===== config.mk =====
export PLATFORM = sky130hd
export DESIGN_NAME = biu_arbiter
export DESIGN_NICKNAME = d
export VERILOG_FILES = /design/src/rtl/biu_pkg.sv /design/src/rtl/biu_beat_counter.sv /design/src/rtl/biu_arbiter.sv
export SDC_FILE = /design/constraint.sdc
export NUM_CORES = 1
export LEC_CHECK = 0
export ABC_AREA = 1
export BUFFER_PORTS_ARGS = -buffer_cell sky130_fd_sc_hd__buf_4
export CAP_MARGIN = 20
export CORE_AREA = 2 2 91 93
export DETAILED_ROUTE_END_ITERATION = 6
export DIE_AREA = 0 0 93 95
export GPL_TIMING_DRIVEN = 0
export PLACE_DENSITY = 0.77
export SLEW_MARGIN = 5
export SYNTH_ARGS = -nofsm -noshare
export SYNTH_HDL_FRONTEND = slang
export SYNTH_SLANG_ARGS = --single-unit

===== constraint.sdc =====
create_clock -name Clk -period 1.79 [get_ports Clk]
set_input_delay 0.179 -clock Clk [delete_from_list [all_inputs] [get_ports Clk]]
set_output_delay 0.179 -clock Clk [all_outputs]
set_load 0.01 [all_outputs]

===== src/rtl/biu_pkg.sv =====
`default_nettype none
// biu_pkg -- shared BIU definitions: status codes, direction, programming address, burst decode.
// Revision: 1.0
package biu_pkg;

  typedef enum logic [1:0] {
    ST_START = 2'b00,
    ST_CONT  = 2'b01,
    ST_IDLE  = 2'b10,
    ST_BUSY  = 2'b11
  } biu_status_e;

  localparam logic        DIR_READ          = 1'b0;
  localparam logic        DIR_WRITE         = 1'b1;
  localparam logic [31:0] PROG_ADDR_DEFAULT = 32'h3FFF_FFFF;
  localparam logic [8:0]  CTRL_IDLE         = 9'h100;

  // Codes 0..6 select 2^code beats; code 7 is a full 256-beat page.
  function automatic logic [8:0] burst_decode(input logic [2:0] code);
    return (code == 3'd7) ? 9'd256 : (9'd1 << code);
  endfunction

endpackage
`default_nettype wire


===== src/rtl/biu_beat_counter.sv =====
`default_nettype none
// biu_beat_counter -- counts accepted beats of a burst and holds the programmed burst code.
// Revision: 1.0
module biu_beat_counter
  import biu_pkg::*;
(
  input  logic       clk,
  input  logic       rst_n,
  input  logic       start,
  input  logic       cont,
  input  logic       prog,
  input  logic       ready,
  input  logic [2:0] code,
  output logic [8:0] count,
  output logic       done,
  output logic [8:0] burst_len
);

  logic [8:0] count_d, count_q;
  logic [2:0] code_d, code_q;
  logic [8:0] count_inc;

  always_comb begin
    count_inc = count_q + 9'd1;
    count_d   = count_q;
    code_d    = code_q;
    if (ready) begin
      if (start) begin
        count_d = 9'd1;
      end else if (cont) begin
        count_d = count_inc;
      end
      if (prog) begin
        code_d = code;
      end
    end
  end

  always_ff @(posedge clk) begin
    if (!rst_n) begin
      count_q <= 9'd0;
      code_q  <= 3'd0;
    end else begin
      count_q <= count_d;
      code_q  <= code_d;
    end
  end

  assign burst_len = burst_decode(code_q);
  assign count     = count_q;
  assign done      = ready & ((start & (burst_len == 9'd1)) |
                              (cont & (count_inc == burst_len)));

endmodule
`default_nettype wire


===== src/rtl/biu_arbiter.sv =====
`default_nettype none
// biu_arbiter -- two-master arbiter in front of biu_controls with burst tracking and preemption.
// Revision: 1.0
module biu_arbiter
  import biu_pkg::*;
#(
  parameter int          MAX_BURSTS = 4,
  parameter logic [31:0] PROG_ADDR  = PROG_ADDR_DEFAULT
) (
  input  logic        Clk,
  input  logic        Rst,
  input  logic        Req0,
  input  logic        Req1,
  input  logic [8:0]  Ctrl0,
  input  logic [8:0]  Ctrl1,
  input  logic [31:0] Addr0,
  input  logic [31:0] Addr1,
  input  logic [31:0] Data0,
  input  logic [31:0] Data1,
  input  logic        Ready,
  output logic        Gnt0,
  output logic        Gnt1,
  output logic [8:0]  Control,
  output logic [31:0] AddrIn,
  output logic [31:0] DataIn,
  output logic        Ready0,
  output logic        Ready1,
  output logic [8:0]  BurstLen
);

  typedef enum logic [1:0] {ARB, OWN, BURST, PROG} state_e;

  localparam int                   BURSTS_W   = $clog2(MAX_BURSTS + 1);
  localparam logic [BURSTS_W-1:0]  BURSTS_MAX = BURSTS_W'(MAX_BURSTS);
  localparam logic [BURSTS_W-1:0]  BURSTS_ONE = BURSTS_W'(1);

  state_e              state_d, state_q;
  logic                gnt0_d, gnt0_q, gnt1_d, gnt1_q;
  logic                owner_d, owner_q;
  logic                last_d, last_q;
  logic [BURSTS_W-1:0] bursts_d, bursts_q;

  logic       own_req, other_req, prog_hit, release_own, enter_prog;
  logic       bc_start, bc_cont, bc_prog, bc_done;
  logic [1:0] own_status;
  logic [8:0] bc_count;

  always_comb begin
    Control = CTRL_IDLE;
    AddrIn  = 32'd0;
    DataIn  = 32'd0;
    if (gnt0_q) begin
      Control = Ctrl0;
      AddrIn  = Addr0;
      DataIn  = Data0;
    end else if (gnt1_q) begin
      Control = Ctrl1;
      AddrIn  = Addr1;
      DataIn  = Data1;
    end
  end

  assign Ready0     = gnt0_q & Ready;
  assign Ready1     = gnt1_q & Ready;
  assign Gnt0       = gnt0_q;
  assign Gnt1       = gnt1_q;
  assign own_req    = owner_q ? Req1 : Req0;
  assign other_req  = owner_q ? Req0 : Req1;
  assign own_status = Control[8:7];
  assign prog_hit   = (AddrIn == PROG_ADDR) && (Control[0] == DIR_WRITE);

  // Leaving OWN wins over any beat presented in the same cycle.
  assign release_own = (state_q == OWN) && (!own_req || (bursts_q == BURSTS_MAX));
  assign bc_start    = (state_q == OWN) && !release_own && (own_status == ST_START) && !prog_hit;
  assign enter_prog  = (state_q == OWN) && !release_own && (own_status == ST_START) && prog_hit && Ready;
  assign bc_cont     = (state_q == BURST) && (own_status == ST_CONT) && (bc_count != BurstLen);
  assign bc_prog     = (state_q == PROG) && ((own_status == ST_START) || (own_status == ST_CONT));

  biu_beat_counter u_beat_counter (
    .clk       (Clk),
    .rst_n     (Rst),
    .start     (bc_start),
    .cont      (bc_cont),
    .prog      (bc_prog),
    .ready     (Ready),
    .code      (DataIn[2:0]),
    .count     (bc_count),
    .done      (bc_done),
    .burst_len (BurstLen)
  );

  always_comb begin
    state_d  = state_q;
    gnt0_d   = gnt0_q;
    gnt1_d   = gnt1_q;
    owner_d  = owner_q;
    last_d   = last_q;
    bursts_d = bursts_q;
    // Completed bursts only count toward preemption while the other master keeps asking.
    if (!other_req) begin
      bursts_d = '0;
    end else if (bc_done && (bursts_q != BURSTS_MAX)) begin
      bursts_d = bursts_q + BURSTS_ONE;
    end
    case (state_q)
      ARB: begin
        bursts_d = '0;
        if (Req0 && (!Req1 || last_q)) begin
          gnt0_d  = 1'b1;
          owner_d = 1'b0;
          last_d  = 1'b0;
          state_d = OWN;
        end else if (Req1) begin
          gnt1_d  = 1'b1;
          owner_d = 1'b1;
          last_d  = 1'b1;
          state_d = OWN;
        end
      end
      OWN: begin
        if (release_own) begin
          gnt0_d  = 1'b0;
          gnt1_d  = 1'b0;
          state_d = ARB;
        end else if (enter_prog) begin
          state_d = PROG;
        end else if (bc_start && Ready && !bc_done) begin
          state_d = BURST;
        end
      end
      BURST: begin
        if (bc_done) begin
          state_d = OWN;
        end
      end
      PROG: begin
        if (bc_prog && Ready) begin
          state_d = OWN;
        end
      end
      default: state_d = ARB;
    endcase
  end

  always_ff @(posedge Clk) begin
    if (!Rst) begin
      state_q  <= ARB;
      gnt0_q   <= 1'b0;
      gnt1_q   <= 1'b0;
      owner_q  <= 1'b0;
      last_q   <= 1'b1;
      bursts_q <= '0;
    end else begin
      state_q  <= state_d;
      gnt0_q   <= gnt0_d;
      gnt1_q   <= gnt1_d;
      owner_q  <= owner_d;
      last_q   <= last_d;
      bursts_q <= bursts_d;
    end
  end

endmodule
`default_nettype wire


Word-level counts from Yosys, hierarchy flattened
Cells that the tools add are included.

word-level totals
  register bits after elaboration = 21
  logic and storage cells = 99

operators by class
  add/sub/neg operators = 2
  eq/ne operators = 19
  shifts and indexed selects = 1
  muxes and demuxes = 26
  bitwise logic cells = 8
  reduce and logical (&&, ||, !) cells = 35

operators by type and width
  cell                                                   count
  2-to-1 mux 32 bit                                      4
  2-to-1 mux 9 bit                                       5
  equality test 32 x 30 -> 1 bit, second input constant  1
  logical AND 1 bit                                      15
  2-to-1 mux 2 bit                                       7
  != test 2 bit, second input constant                   5
  adder 9 x 1 -> 9 bit, second input constant            1
  equality test 9 x 1 -> 1 bit, second input constant    1
  equality test 9 bit                                    1
  != test 9 bit                                          1
  << shifter 1 x 3 -> 9 bit, first input constant        1
  case mux 2 bit (4 select lines)                        1
  AND reduction 4 bit                                    2
  2-to-1 mux 1 bit                                       7
  equality test 3 bit, second input constant             2
  != test 3 bit, second input constant                   2
  AND reduction 2 bit                                    3
  nonzero test 2 bit                                     3
  bitwise AND 1 bit                                      5
  logical NOT 1 bit                                      5
  equality test 2 x 1 -> 1 bit, second input constant    2
  equality test 2 bit, second input constant             2
  logical NOT 2 bit                                      2
  != test 4 x 3 -> 1 bit, second input constant          1
  8 further kinds                                        12

Longest topological paths before layout
  word-level depth = 17
  mapped depth = 19
  mapped depth without buffers = 17

By module
Synthesis repeated with hierarchy kept, for this count alone.

unflattened totals
  cells, all modules = 441
  area, all modules = 2521.2 um^2

by module, submodules not included
  module            instances  cells each  area an instance (um^2)  seq. area each (um^2)
  biu_arbiter       1          284         1626.6                   180.2
  biu_beat_counter  1          157         894.6                    240.2

Worst setup path before layout
Ideal clock, no wire load.

  path kind = reg2reg
  start point = register gnt1_q, in the netlist Gnt1
  end point = register u_beat_counter.count_q[8], in the netlist u_beat_counter.count[8]
  setup time = 0.118 ns
  arrival time = 1.788 ns
  setup slack = -0.116 ns
  stages on the path, launching flop included = 18
  period minus slack after synthesis = 1.906 ns
  path through = dfxtp_1 buf_6 inv_4 nor2_8 buf_8 nand2_2 nand2_2 nand2_2 nor2_2 nand2_1 nor2_2 nand3_2 nand2_4 inv_4 o21ai_4 o21ai_0 nand2_1 nor2_1

between the ends
  longest elaborated chain between the ends = 8

ends and longest elaborated chain
  item                                RTL line                text
  from (decl)                         biu_arbiter.sv:38       logic gnt0_d, gnt0_q, gnt1_d, gnt1_q;
  from (signal assigned)              biu_arbiter.sv:156      gnt1_q <= gnt1_d;
  2-to-1 mux 32 bit (*)               biu_arbiter.sv:56       end else if (gnt1_q) begin
  2-to-1 mux 32 bit (*)               biu_arbiter.sv:52       if (gnt0_q) begin
  via AddrIn[13]                      biu_arbiter.sv:24       output logic [31:0] AddrIn,
  equality test 32 x 30 -> 1 bit (*)  biu_arbiter.sv:70       assign prog_hit = (AddrIn == PROG_ADDR) && (Control[0] == DIR_WRITE);
  logical AND 1 bit (*)               biu_arbiter.sv:70
  logical NOT 1 bit (*)               biu_arbiter.sv:74       assign bc_start = (state_q == OWN) && !release_own && (own_status == ST_START) && !prog_hit;
  logical AND 1 bit (*)               biu_arbiter.sv:74
  nonzero test 2 bit (no line)        n/a
  AND reduction 2 bit (no line)       n/a
  to (signal assigned)                biu_beat_counter.sv:44  count_q <= count_d;
  to (decl)                           biu_beat_counter.sv:19  logic [8:0] count_d, count_q;

Mark *: on every way through the listed nets, which the timed path passes. The rest lies on a longest branch.
A chain may end at the register's enable or synchronous reset.

Final worst setup path
  start point = register gnt0_q, in the netlist Gnt0
  end point = register u_beat_counter.count_q[4], in the netlist u_beat_counter.count[4]

between the ends
  longest elaborated chain between the ends = 7

ends and longest elaborated chain
  item                            RTL line            text
  from (decl)                     biu_arbiter.sv:38
  from (signal assigned)          biu_arbiter.sv:155  gnt0_q <= gnt0_d;
  2-to-1 mux 32 bit               biu_arbiter.sv:52
  equality test 32 x 30 -> 1 bit  biu_arbiter.sv:70
  logical AND 1 bit               biu_arbiter.sv:70
  logical NOT 1 bit               biu_arbiter.sv:74
  logical AND 1 bit               biu_arbiter.sv:74
  nonzero test 2 bit (no line)    n/a
  AND reduction 2 bit (no line)   n/a

Parallel ways exist; a longest one is shown, timed or not.

==> reports/metrics.csv <==
stage,metric,value,unit
sta,tightest_slew,0.796,ns
sta,tns,-3.53,ns
route,drc,0,
run_status,violations,negative setup slack,
synthesis,yosysTopAreaCellShare,21.5,%
placed_design,place_ws,-0.512,ns
synthesis,yosysUniqueCellTypes,40,
route,antenna_left,0,
sta,finalCritPeriodShare,116,%
synthesis,yosysSeqAreaShare,15.6,%
sta,report.final.slew_viol_count,0,
route,vias,4067,
route,drt_iter0_drc,188,
route,wl_met1,4.95,mm
synthesis,ys_top_cells_by_area,"nand2_1 21%, dfxtp_1 16%, a22o_1 13%, nand3_1 8.9%, inv_1 7.1%",
placed_design,dp_cells,807,
power_and_ir_drop,p_leak,2.76,nW
critical_path,r2r_start,Gnt0,
sta,slew_headroom,45.6,%
sta,setup_slack,-0.293,ns
route,avgRoutedWirePerCell,15.7,um
critical_path,slowest_stage,dfxtp_4,
sta,rsz0062_at_grt,yes,
hold_path,hp-start,Rst,
global_route,grt-ovfl-total,0,
cts,numCtsBuffers,3,
critical_path,slowest_delay,0.46,ns
cts,path_clk_slew,0.09,ns
sta,setup_violations,18,
power_and_ir_drop,total_power,0.00437,W
synthesis,synthCells,468,
power_and_ir_drop,max-vdd-ir-drop,0.410,mV
finish,instances_no_fill,829,
floorplan,dieArea,8840,um^2
sta,period_needed,2.08,ns
route,viasPerCell,4.91,
sta,finalHoldViolCount,0,
synthesis,synth_area,2690,um^2
route,met2_length,6.83,mm
run_status,status,"complete, but fails checks",
critical_path,worstPathMaxFanout,10,
cts,clock_latency,0.27,ns
global_route,grt_pass1_vias,3974,
power_and_ir_drop,p_per_area,856,nW/um^2
global_route,grt_max_degree,13,
critical_path,crit_path_start,Gnt0,
finish,syn2layout_area_growth,89.4,%
synthesis,ys_ff_latch,21,
critical_path,critPathRequiredTime,1.98,ns
global_route,antenna_found_initial,0,
floorplan,die_y,95,um
route,drt_wl_total,13.0,mm
synthesis,syn_area_per_cell,5.76,um^2
floorplan,ioPinCount,237,
finish,layout-drive-gt1-share,47.9,%
critical_path,cpLargestDelayFamily,simple AND/OR/NAND/NOR gates,
run,cap_viol_max_count,0,
finish,final_util,64.4,%
placed_design,port_buffers,234,
critical_path,critical_path_buf_inv_count,5,
synthesis,synth_largest_area_cell,nand2_1,
cts,cts_tree,done,
critical_path,path_class,reg -> reg,
global_route,grt_first_pass_wirelength,19.4,mm
cts,clk_path_buf_depth,2,
critical_path,path_cells,"buf_6, nand2_1, inv_1, nor2_1, nor2_1, nand3_1, nor2_2, nand3_2, nand2_4, buf_4, buf_4, buf_4, nand3_1, a21oi_1",
placed_design,place_congestion,0.943,
floorplan,rows,33,
finish,n_antenna_cell,0,
route,met3_length,992,um
placed_design,dp_hpwl,10.5,mm
floorplan,die_x,93,um
floorplan,core,7930,um^2
route,first_pass_iters,5,
hold_path,min_path_type,in -> reg,
critical_path,cp_common_cell,buf_4,
finish,nets,879,
critical_path,critical_path_arrival,2.27,ns
cts,cts_sinks,21,
sta,skew,0.00448,ns
synthesis,yosysWarnings,0,
cts,htree_levels,1,
route,highest_layer,met4,
critical_path,end_kind,flip-flop,
cts,root_buffer,clkbuf_8,
synthesis,syn-num-nets,622,
floorplan,start_util,34.0,%
cts,hold_buffers,0,
sta,fmax,480,MHz
global_route,grt_usage,27.9,%
critical_path,crit_path_start_kind,flip-flop,
==> kinds of logic after synthesis <==
kind of cell	count (synthesis)	share of synthesized area, %
xor+xnor	7	2.28
buf+inv	85	15.3
compound gates	84	22.6
flops	21	15.6
other cells	1	0.139
fa+ha+maj	3	1.39
simple gates	267	42.6
==> layout make-up <==
class	instances	area, um^2
inverter	59	239
clock buffer	3	41.3
timing repair buffer	253	1930
buffer	24	272
sequential	21	437
tap	105	131
multi-input combinational	363	2040
clock inverter	1	5.00
fill	739	2830
==> cell usage in the layout (no fill, tap or decap), types with 4 or more instances in the layout <==
| cell | n |
|---|---|
| buf_4 | 254 |
| nand2_1 | 141 |
| inv_1 | 49 |
| a22o_1 | 38 |
| nand3_1 | 38 |
| nor2_1 | 37 |
| dfxtp_1 | 16 |
| nand2_2 | 13 |
| nand3_2 | 12 |
| o21ai_1 | 12 |
| a21oi_1 | 12 |
| nor2_2 | 9 |
| buf_6 | 8 |
| o21ai_0 | 8 |
| buf_8 | 6 |
| nor2_4 | 5 |
| nand2_4 | 5 |
| xor2_1 | 5 |
| dfxtp_4 | 4 |
| clkbuf_8 | 4 |
| inv_2 | 4 |
| clkbuf_4 | 4 |
| nor3_1 | 4 |
==> state kept, by name, indices dropped and copies added, names as in the netlist <==
name	flops
u_beat_counter.count	9
bursts_q	3
u_beat_counter.code_q	3
state_q	2
Gnt0	1
Gnt1	1
last_q	1
owner_q	1
==> routing by layer <==
layer | global-route usage, % | vias to the layer above
met5 | 0 | -
met4 | 7.11 | 0
met3 | 6.78 | 16
met2 | 51.9 | 158
met1 | 32.0 | 1854
li1 | - | 2039
==> worst register-to-register path: stages (launching register included) <==
cell,delay [ns]
dfxtp_4,0.46
buf_6,0.17
nand2_1,0.05
inv_1,0.08
nor2_1,0.07
nor2_1,0.11
nand3_1,0.11
nor2_2,0.13
nand3_2,0.14
nand2_4,0.11
buf_4,0.12
buf_4,0.10
buf_4,0.10
nand3_1,0.07
a21oi_1,0.17
==> Yosys cell counts (all sizes together) <==
library cell and instances:
conb 1, o21ai 23, xor2 5, nand3 50, a21oi 14, xnor2 2, and2 1, nand2 159
o21a 1, nand4 2, o32ai 1, o22ai 1, a2111oi 1, a22o 39, a21boi 2, inv 57
clkbuf 6, nor3 4, clkinv 2, a32oi 1, buf 20, nor2 51, dfxtp 21, ha 3
o211a 1
==> metrics by stage <==
stage / area [um^2] / hold WS (ns)
2_1_floorplan: 2710 / 0.370
3_3_place_gp: 4590 / 0.454
3_5_place_dp: 4590 / 0.478
4_1_cts: 4860 / 0.222
5_1_grt: 5100 / 0.219
6_report: 5100 / 0.222
==> where the power goes <==
part / switching, W / internal (W)
registers: 0.000104 / 0.000526
logic: 0.00169 / 0.00172
clock network: 0.000175 / 0.000156
==> worst paths after layout <==
| check | end | slack, ns | cells after the start |
|---|---|---|---|
| worst min register to register | last_q | 0.49 | 2 |
| worst min-delay path | last_q | 0.22 | 2 |
| worst max register to register | u_beat_counter.count[4] | -0.29 | 14 |
| worst max-delay path | u_beat_counter.count[4] | -0.29 | 14 |
==> timing repair <==
item / CTS / global route
setup endpoints to repair: 54 / 55
resized for setup: 43 / 59
pin swaps: 16 / 23
buffers inserted: 9 / 8
cloned: 2 / 1
Note: power is estimated with default switching activity, not from simulation.
